[config.mk]
export PLATFORM = sky130hd
export DESIGN_NAME = alu_arbiter
export DESIGN_NICKNAME = d
export VERILOG_FILES = /design/src/rtl/alu_arb_pkg.sv /design/src/rtl/rr_arbiter2.sv /design/src/rtl/alu_arbiter.sv
export SDC_FILE = /design/constraint.sdc
export NUM_CORES = 1
export LEC_CHECK = 0
export ABC_CLOCK_PERIOD_IN_PS = 1400
export BUFFER_PORTS_ARGS = -buffer_cell sky130_fd_sc_hd__buf_2
export CAP_MARGIN = 20
export CORE_MARGIN = 5
export CORE_UTILIZATION = 39
export DETAILED_ROUTE_END_ITERATION = 10
export HOLD_SLACK_MARGIN = 0.08
export MAX_ROUTING_LAYER = met4
export PLACE_DENSITY = 0.8
export SLEW_MARGIN = 10
export SYNTH_ARGS = -nofsm -noshare
export SYNTH_HDL_FRONTEND = slang
export SYNTH_HIERARCHICAL = 1
export SYNTH_SLANG_ARGS = --single-unit
[constraint.sdc]
create_clock -name clk -period 1.4 [get_ports clk]
set_input_delay 0.35 -clock clk [delete_from_list [all_inputs] [get_ports clk]]
set_output_delay 0.35 -clock clk [all_outputs]
set_load 0.005 [all_outputs]
[src/rtl/alu_arb_pkg.sv]
// rtl/alu_arb_pkg.sv - shared encodings and defaults for the two-requester ALU arbiter
package alu_arb_pkg;

  localparam int DEF_WIDTH = 32;
  localparam int DEF_OPW   = 3;

  typedef enum logic {
    IDLE = 1'b0,
    EXEC = 1'b1
  } state_t;

  localparam logic REQ_A = 1'b0;
  localparam logic REQ_B = 1'b1;

endpackage

[src/rtl/rr_arbiter2.sv]
// rtl/rr_arbiter2.sv - two-way round-robin grant, combinational, one-hot output
module rr_arbiter2
  import alu_arb_pkg::*;
(
  input  logic [1:0] elig,
  input  logic       prio,
  output logic [1:0] grant
);

  always_comb begin
    grant = 2'b00;
    if (elig == 2'b11) begin
      grant[prio] = 1'b1;
    end else begin
      grant = elig;
    end
  end

endmodule

[src/rtl/alu_arbiter.sv]
// rtl/alu_arbiter.sv - shares one external combinational ALU between requesters A and B
module alu_arbiter
  import alu_arb_pkg::*;
#(
  parameter int WIDTH = DEF_WIDTH,
  parameter int OPW   = DEF_OPW
) (
  input  logic             clk,
  input  logic             rst_n,
  input  logic             a_req_valid,
  output logic             a_req_ready,
  input  logic [WIDTH-1:0] a_op_a,
  input  logic [WIDTH-1:0] a_op_b,
  input  logic [OPW-1:0]   a_op,
  input  logic             a_unsig,
  output logic             a_rsp_valid,
  input  logic             a_rsp_ready,
  output logic [WIDTH-1:0] a_rsp_data,
  output logic             a_rsp_compout,
  output logic             a_rsp_overflow,
  input  logic             b_req_valid,
  output logic             b_req_ready,
  input  logic [WIDTH-1:0] b_op_a,
  input  logic [WIDTH-1:0] b_op_b,
  input  logic [OPW-1:0]   b_op,
  input  logic             b_unsig,
  output logic             b_rsp_valid,
  input  logic             b_rsp_ready,
  output logic [WIDTH-1:0] b_rsp_data,
  output logic             b_rsp_compout,
  output logic             b_rsp_overflow,
  output logic [WIDTH-1:0] alu_a,
  output logic [WIDTH-1:0] alu_b,
  output logic [OPW-1:0]   alu_op,
  output logic             alu_unsig,
  input  logic [WIDTH-1:0] alu_out,
  input  logic             alu_compout,
  input  logic             alu_overflow,
  output logic             busy
);

  state_t     state;
  state_t     state_next;
  logic       prio;
  logic       gid;
  logic [1:0] elig;
  logic [1:0] grant;
  logic       accept_a;
  logic       accept_b;

  // A requester holding an undelivered response is not eligible, so a capture never overwrites one.
  assign elig = {b_req_valid & ~b_rsp_valid, a_req_valid & ~a_rsp_valid};

  rr_arbiter2 u_rr (
    .elig  (elig),
    .prio  (prio),
    .grant (grant)
  );

  assign a_req_ready = (state == IDLE) & grant[0];
  assign b_req_ready = (state == IDLE) & grant[1];
  assign accept_a    = a_req_valid & a_req_ready;
  assign accept_b    = b_req_valid & b_req_ready;
  assign busy        = (state == EXEC);

  always_comb begin
    state_next = state;
    case (state)
      IDLE:    if (accept_a || accept_b) state_next = EXEC;
      EXEC:    state_next = IDLE;
      default: state_next = IDLE;
    endcase
  end

  always_ff @(posedge clk) begin
    if (!rst_n) begin
      state <= IDLE;
    end else begin
      state <= state_next;
    end
  end

  always_ff @(posedge clk) begin
    if (!rst_n) begin
      prio           <= REQ_A;
      gid            <= REQ_A;
      alu_a          <= '0;
      alu_b          <= '0;
      alu_op         <= '0;
      alu_unsig      <= 1'b0;
      a_rsp_valid    <= 1'b0;
      a_rsp_data     <= '0;
      a_rsp_compout  <= 1'b0;
      a_rsp_overflow <= 1'b0;
      b_rsp_valid    <= 1'b0;
      b_rsp_data     <= '0;
      b_rsp_compout  <= 1'b0;
      b_rsp_overflow <= 1'b0;
    end else begin
      if (accept_a || accept_b) begin
        alu_a     <= accept_b ? b_op_a  : a_op_a;
        alu_b     <= accept_b ? b_op_b  : a_op_b;
        alu_op    <= accept_b ? b_op    : a_op;
        alu_unsig <= accept_b ? b_unsig : a_unsig;
        gid       <= accept_b ? REQ_B : REQ_A;
        prio      <= accept_b ? REQ_A : REQ_B;
      end
      if (a_rsp_valid && a_rsp_ready) a_rsp_valid <= 1'b0;
      if (b_rsp_valid && b_rsp_ready) b_rsp_valid <= 1'b0;
      if (state == EXEC) begin
        if (gid == REQ_A) begin
          a_rsp_valid    <= 1'b1;
          a_rsp_data     <= alu_out;
          a_rsp_compout  <= alu_compout;
          a_rsp_overflow <= alu_overflow;
        end else begin
          b_rsp_valid    <= 1'b1;
          b_rsp_data     <= alu_out;
          b_rsp_compout  <= alu_compout;
          b_rsp_overflow <= alu_overflow;
        end
      end
    end
  end

endmodule

==> metrics.txt, run 1 <==
status=finished, violations left; failing checks=negative setup slack; total power divided by cell area=1210 mW/mm^2; Worst Path Max Fanout=7; Seq pwr share=41.9%; r2r setup slk=-0.36 ns; Die Wd=127 um; initial DRC count=331; largest net degree at the start of global routing=72; Worst R2R Path Depth=10; number of synthesized flops with an enable pin=0; Area contributors post-synth=dfxtp_1, mux2i_1, o2bb2ai_1, nand2_1, a21oi_1; n_diodes=0; Pint=7.94 mW; die height=127 um; worst hold path endpoint=a_rsp_data[19]; Antenna Nets Post-Route=0; clk_skew=0.00488 ns; # DRC=0; dpl cells=1026; post-synth net total=730; clock sink count=141; worst min-delay path category=input pin to flip-flop; clock latency on the worst-skew pair=0.41 ns; Fin. Hold Viols=0; Max Slew Vio Count=0; Psw=2.55 mW; Least-Margin Pin Slew=0.328 ns; worst path cell trace=inv_1, a21boi_2, buf_4, buf_6, nand2_8, buf_6, buf_12, buf_16, mux2i_2, o2bb2ai_2; area of the core=0.0133 sq mm; crit start category=flip-flop; fin nets=1080; final HPWL from detailed placement=12600 um; CTS tree=done; Pre-Repair DR Iteration Count=4; max_slew headroom=78.1%; routed vias/inst=5.04; Async S/R FF share, synth=0%; CP Buf/Inv Count=6; GP Congestion=0.923; Gate power share=16.3%; Die ar.=0.0161 sq mm; Core Util, Final=65.1%; Layout Cells excl Fill=1093; Max Buffers Root-to-Sink=2; pre-CTS WS=-0.369 ns; Clock Tree Root=clkbuf_16; reg2reg end=alu_b[20]; routed wire length=20000 um; most frequent cells after synthesis=dfxtp_1, nand2_1, a21oi_1; Worst VDD drop=0.000746 V; area leader, netlist=dfxtp_1; min-delay src=alu_out[19]; Fin Hold WS=0.188 ns; Hold Crit Depth=3; Tcrit/Tclk final=126%; design area=0.00869 sq mm; max-cap viol count=0; CP Capture Type=flip-flop; grt ovf=0; slowest CP cell=dfxtp_1; P&R area growth vs syn=63.1%; FMAX=0.568 GHz; ratio of cells with drive above 1 in the final layout=49.0%; Clock Power Share=41.9%; row count=42; WP data arrival=2.05 ns; vias in the first global route=5295; vias=5504; CTS Buf Count=17; final worst path period need=1.76 ns; total negative slack=-22.25 ns; yosys warns=6; sequential area share after synthesis=52.9%; CP Class=flip-flop to flip-flop; H-tree depth=4; top cell type's share of synthesized area=52.9%; R2R Path Start=prio; Mapped Avg Cell Area=9.62 sq um; Top Ports=317; Total GRT Usage=23.1%; CP top delay family=buffers and inverters; DR WL/cell=18.3 um; cell repeated most along the worst path=buf_6; setup ws final=-0.361 ns; Setup-failing EPs final=73; RSZ-0062 raised after global routing=yes; CTS clk-pin slew, worst paths=0.06 ns; Area after DPL=0.00722 sq mm; Main synth FF type=dfxtp_1; Leakage=4.34 nW; slowest stage delay, CP=0.41 ns; Switching Fraction=24.3%; cells after synthesis=554; synth unique cells=22; CP required=1.69 ns; Seq cells post-synth=141; port bufs=316; first-pass GRT wire length=28400 um; most common cell in the netlist=dfxtp_1; Total Power=10.5 mW; initial core utilization=39.9%; Post-Syn Area=0.00533 sq mm; initial antenna violation count=0
==> power by group through the flow <==
stage               combinational [mW]  sequential, mW  clock, mW
floorplan                        0.560            4.46          0
global placement                  1.24            4.45          0
detailed placement                1.26            4.45          0
CTS                               1.54            4.37       4.43
global route                      1.83            4.41       4.66
finish                            1.71            4.39       4.39
==> per-layer routing <==
layer  share of wire, %  global-route usage, %  wire [um]  up-vias
met5                  0                      -          0        -
met4                2.7                   8.83        538        0
met3                5.9                   4.33       1180       44
met2                 51                   39.7      10200      227
met1                 40                   26.7       8010     2589
li1                   -                      -          -     2644
==> timing repair <==
action,CTS,global route
cloned,12,5
resized for setup,33,47
buffers inserted,20,3
pin swaps,36,12
endpoints found under the setup margin,73,74
hold buffers,0,0
==> worst max path at each step <==
stage	startpoint	end	cells past startpoint
floorplan	a_req_valid	alu_a[11]	7
global placement	b_req_valid	alu_op[0]	8
detailed placement	b_req_valid	alu_b[24]	8
CTS	a_rsp_valid	a_req_ready	5
global route	b_rsp_valid	alu_b[20]	10
finish	prio	alu_b[20]	10
==> registers in the layout (all words and copies together), names as in the netlist, 3 cells and up <==
signal / flops
a_rsp_data: 32
alu_b: 32
b_rsp_data: 32
alu_op: 3
alu_a: 32
==> worst reg2reg max path, stage by stage (launching register included) <==
cell and delay, ns:
dfxtp_1 0.41, inv_1 0.07, a21boi_2 0.14, buf_4 0.14, buf_6 0.11, nand2_8 0.09, buf_6 0.15, buf_12 0.12
buf_16 0.13, mux2i_2 0.20, o2bb2ai_2 0.10
==> layout by cell type, fill, tap and decap left out <==
master / n
clkbuf_1: 4
clkinv_2: 1
bufinv_16: 1
buf_6: 19
a22o_4: 1
clkinvlp_4: 2
dfxtp_2: 2
mux2i_4: 1
nand2_8: 1
buf_16: 10
clkbuf_8: 7
nand2b_1: 3
mux2i_2: 6
a21oi_2: 1
nor2_1: 1
o2bb2ai_2: 21
nor2b_1: 1
a2bb2oi_1: 1
dfxtp_1: 138
inv_1: 4
a21boi_2: 1
clkbuf_16: 21
a21boi_4: 1
a21oi_1: 70
nand2_1: 137
and2_1: 1
o21ai_2: 1
o2bb2ai_1: 46
buf_12: 10
nand2_2: 1
a21oi_4: 1
dfxtp_4: 1
nand3b_1: 1
buf_4: 18
nor2b_2: 2
buf_2: 314
nor2b_4: 3
o2bb2ai_4: 1
inv_2: 1
mux2i_1: 61
==> cell families after synthesis <==
group	share of synthesized area (%)
and+or+nand+nor	11.2
AOI/OAI and AO/OA	18.7
DFF	52.9
muxes	12.8
buffers and inverters	4.41
==> cell type report <==
cell class	instances	area (sq um)
clock inverter	4	50.0
timing repair buffer	375	2500
inverter	5	18.8
sequential	141	2830
multi-input combinational	364	2540
fill	1081	4650
tap	176	220
clock buffer	28	537
Power figures use the tool's default switching activity.
==> run 2: changes to the inputs <==
Settings changed: ABC_AREA set to 1, ABC_CLOCK_PERIOD_IN_PS 1400 to 2200, CORE_UTILIZATION 39 to 45, PLACE_DENSITY 0.8 to 0.82.
Clock period 1.4 ns to 2.2 ns, I/O delays scaled along.
==> run 2 against run 1 <==
The run now ends clean. Worst setup slack improved by 0.48 ns. Core utilization decreased by 1.8 points. Critical path type is now flip-flop to output pin. Wire length decreased by 0.37%. Critical endpoint is now b_req_ready.
==> metrics.txt, run 2 <==
status=completed; largest net degree at the start of global routing=91; CP required=1.65 ns; CTS clk-pin slew, worst paths=0.06 ns; vias in the first global route=6268; Main synth FF type=dfxtp_1; top cell type's share of synthesized area=43.5%; final HPWL from detailed placement=14400 um; GP Congestion=0.904; Post-CTS Resized=0; Fin. Hold Viols=0; ratio of cells with drive above 1 in the final layout=29.1%; H-tree depth=4; post-synth net total=1163; Worst VDD drop=0.000518 V; worst min-delay path category=input pin to flip-flop; most frequent cells in the layout=nor2_1, buf_2, nand2_1, dfxtp_1, inv_1; CP Capture Type=output pin; routed vias/inst=4.72; Max Buffers Root-to-Sink=2; fin nets=1456; Total Power=7.21 mW; die height=130 um; post-CTS setup buffer count=0; initial core utilization=46.4%; max-cap viol count=0; multi-input combinational cell area=0.00301 sq mm; Die Wd=130 um; # DRC=0; max_slew headroom=57.3%; clock latency on the worst-skew pair=0.42 ns; area of the core=0.0140 sq mm; Least-Margin Pin Slew=0.640 ns; Async S/R FF share, synth=0%; Worst setup startpoint=b_rsp_valid; Mapped Avg Cell Area=6.57 sq um; clock sink count=141; Gate power share=17.1%; port bufs=316; Seq pwr share=39.6%; number of synthesized flops with an enable pin=0; RSZ-0062 raised after global routing=no; Total GRT Usage=23.6%; routed wire length=19900 um; Die ar.=0.0169 sq mm; Worst Path Max Fanout=3; Clock Power Share=43.3%; R2R Path Start=b_rsp_valid; Pint=5.34 mW; total negative slack=0 ns; Antenna Nets Post-Route=0; clk_skew=0.00603 ns; cells after synthesis=987; P&R area growth vs syn=36.6%; Tcrit/Tclk final=94.4%; Switching Fraction=26.0%; total power divided by cell area=815 mW/mm^2; final worst path period need=2.08 ns; Post-Syn Area=0.00648 sq mm; most common cell in the netlist=nor2_1; Max Slew Vio Count=0; synth unique cells=18; Pre-Repair DR Iteration Count=5; Psw=1.87 mW; CTS tree=done; min-delay src=alu_out[17]; grt ovf=0; vias=6951; most common cell after layout, fill and taps aside=nor2_1; DR WL/cell=13.5 um; Fillers=1273; CTS Buf Count=17; first-pass GRT wire length=30800 um; Seq cells post-synth=141; WP data arrival=1.53 ns; FMAX=0.481 GHz; crit start category=flip-flop; row count=43; initial antenna violation count=1; area leader, netlist=dfxtp_1; CTS Hold Bufs=0; CP Class=flip-flop to output pin; sequential area share after synthesis=43.5%; Top Ports=317; Setup-failing EPs final=0; Clock Tree Root=clkbuf_16; Leakage=5.07 nW; register area=0.00282 sq mm; Area contributors post-synth=dfxtp_1, nor2_1, nand2_1, nand3b_1, o21ai_0; initial DRC count=497; most frequent cells after synthesis=nor2_1, nand2_1, dfxtp_1; yosys warns=6
==> run 2: cell types whose count changed after synthesis, sizes merged, moves of 16 or more <==
cell	previous run	this run
nand3b	1	68
clkbuf	10	26
a21oi	72	6
mux2i	68	0
o21ai	1	68
nor2	1	345
inv	5	80
o2bb2ai	68	0
nand2	139	212
==> run 2: worst paths after layout <==
kind                    end  slack (ns)  cells after the start
max             b_req_ready        0.12                      6
min          a_rsp_data[17]        0.37                      3
max reg2reg       alu_a[17]        0.41                      9
min reg2reg   b_rsp_compout        0.48                      2
==> run 2: kinds of logic (layout without fill, tap and decap cells) <==
kind of cell	Yosys count	after routing	share of synthesized area, %
other cells	0	1	0
buf+inv	144	449	10.2
simple gates	628	628	40.5
compound gates	74	74	5.71
flops	141	141	43.5
==> run 2: worst max-delay path, cell delays in order (launching register included) <==
cell and delay, ns:
dfxtp_1 0.34, nor2_1 0.23, nand3_1 0.12, nand2_1 0.13, inv_1 0.05, nor2_1 0.10, buf_2 0.14
==> run 2: cell type report <==
| type | count | area share (%) |
|---|---|---|
| multi-input cells | 702 | 34.0 |
| flip-flops and latches | 141 | 31.9 |
| repair buffers | 338 | 20.9 |
| clock buffers | 18 | 4.85 |
| inverters | 80 | 3.39 |
| well taps | 180 | 2.54 |
| clock inverters | 13 | 2.42 |
| diodes | 1 | 0.0283 |
==> run 2: through the flow <==
stage / setup slack, ns / cells / hold WS, ns / util [%] / instance area [sq um]
after global routing: 0.0107 / 1473 / 0.357 / 63.3 / 8860
after detailed placement: 0.153 / 1441 / 0.465 / 58.7 / 8210
after floorplan: 0.481 / 987 / 0.435 / - / 6480
after global placement: 0.209 / 1441 / 0.455 / 58.7 / 8210
final: 0.122 / 1473 / 0.370 / 63.3 / 8860
after CTS: 0.126 / 1472 / 0.351 / 63.3 / 8850
==> run 2: power groups by stage <==
stage	Combinational, mW	Clock, mW	Sequential (mW)
6_report	1.23	3.13	2.86
3_5_place_dp	1.23	0	2.91
5_1_grt	1.39	3.30	2.88
2_1_floorplan	0.680	0	2.92
4_1_cts	1.24	3.18	2.85
3_3_place_gp	1.21	0	2.90
==> run 2: routing by layer <==
metal	GRT usage, %	share of wire [%]	vias to the layer above
li1	-	-	3582
met1	27.6	40	3063
met2	39.3	50	271
met3	6.22	7.7	35
met4	8.31	2.5	0
met5	-	0	-
==> run 3: changes to the inputs <==
Settings changed: PLACE_DENSITY 0.82 to 0.78.
==> run 3 against run 2 <==
Count of clock-buffer cells in the layout increased by 2. Clock power shrank 6.4%. Wire length fell by 0.42%. Final cell count unchanged. Sequential power barely moved. Critical path depth stayed put. Largest power group unchanged. Highest routed layer unchanged.
==> metrics.txt, run 3 (synthesis results as in run 2) <==
status=completed; max-cap viol count=0; vias in the first global route=6176; Clock Tree Root=clkbuf_16; clk_skew=0.0146 ns; Pre-Repair DR Iteration Count=5; most frequent cells in the layout=nor2_1, buf_2, nand2_1, dfxtp_1, inv_1; final worst path period need=2.00 ns; Leakage=5.05 nW; initial DRC count=429; Least-Margin Pin Slew=0.656 ns; CP Capture Type=output pin; initial antenna violation count=3; area of the core=0.0140 sq mm; worst min-delay path category=input pin to flip-flop; slowest CP cell=dfxtp_1; first-pass GRT wire length=30100 um; initial core utilization=46.4%; P&R area growth vs syn=36.1%; cell repeated most along the worst path=nor2_1; Tcrit/Tclk final=90.7%; worst path cell trace=nor2_1, nand3_1, nand2_1, inv_1, nor2_1, buf_2; multi-input combinational cell area=0.00301 sq mm; vias=6909; WP data arrival=1.45 ns; Fillers=1310; CP Class=flip-flop to output pin; ratio of cells with drive above 1 in the final layout=28.9%; Total Power=7.02 mW; Worst Path Max Fanout=3; grt ovf=0; largest net degree at the start of global routing=72; Die Wd=130 um; crit start category=flip-flop; post-CTS setup buffer count=0; port bufs=316; Fin. Hold Viols=0; fin nets=1452; Worst VDD drop=0.000482 V; GP Congestion=0.901; CTS clk-pin slew, worst paths=0.06 ns; FMAX=0.501 GHz; Max Buffers Root-to-Sink=2; H-tree depth=4; final HPWL from detailed placement=14400 um; routed wire length=19800 um; most common cell after layout, fill and taps aside=nor2_1; Antenna Nets Post-Route=0; CTS tree=done; row count=43; register area=0.00282 sq mm; Total GRT Usage=23.0%; total negative slack=0 ns; CTS Buf Count=17; Die ar.=0.0169 sq mm; Top Ports=317; Setup-failing EPs final=0; Max Slew Vio Count=0; clock latency on the worst-skew pair=0.42 ns; slowest stage delay, CP=0.34 ns; routed vias/inst=4.69; max_slew headroom=56.2%; RSZ-0062 raised after global routing=no; # DRC=0; die height=130 um; clock sink count=141; DR WL/cell=13.4 um; total power divided by cell area=795 mW/mm^2; CP required=1.65 ns
run 3: changes by cell type in the layout (fill, tap and decap cells not counted), sizes merged:
cell      change
buf           -4
clkbuf        +2
diode         +3
clkinvlp      +1
bufinv        -2
run 3: worst max-delay path, delay by kind of cell (launching register included):
family	cells	cell delay (ns)
simple gates	4	0.51
flops	1	0.34
buf+inv	2	0.17
run 3: path summary, 6_finish.rpt:
kind	startpoint	end	slack, ns	cells after the start
hold / removal	alu_out[17]	a_rsp_data[17]	0.36	3
setup / recovery	b_rsp_valid	b_req_ready	0.20	6
setup reg to reg	b_rsp_valid	alu_a[5]	0.50	10
hold reg to reg	b_rsp_data[27]	b_rsp_data[27]	0.48	2
run 3: layout make-up:
cell class	instances	share of cell area, %
repair buffers	334	20.9
clock buffers	20	5.06
well taps	180	2.55
clock inverters	12	1.83
inverters	80	3.40
flip-flops and latches	141	32.0
diodes	4	0.113
multi-input cells	702	34.1
run 3: layer usage:
layer	global-route usage, %	share of wire (%)	up-vias
met5	-	0	-
met4	10.8	3.3	0
met3	4.99	7.0	40
met2	37.5	50	251
met1	27.0	40	3040
li1	-	-	3578
run 3: through the flow:
step	cell area (sq um)	cells	worst slack [ns]	hold slack (ns)	util, %
final	8820	1473	0.205	0.364	63.1
after global routing	8820	1472	0.0470	0.375	63.1
after CTS	8810	1469	0.135	0.350	63.0
after detailed placement	8200	1437	0.207	0.466	58.6
after global placement	8200	1437	0.234	0.456	58.6
after floorplan	6480	987	0.481	0.435	-
run 3: timing repair:
item / in CTS / in global routing
gates resized for setup: 0 / 1
setup endpoints to repair: 0 / 1
hold buffers: 0 / 0
run 3: power breakdown:
group	leakage (nW)	switching [mW]	internal, mW
clock	0.288	1.11	1.82
sequential	1.16	0.0917	2.76
combinational	3.60	0.666	0.568
total	5.05	1.87	5.15
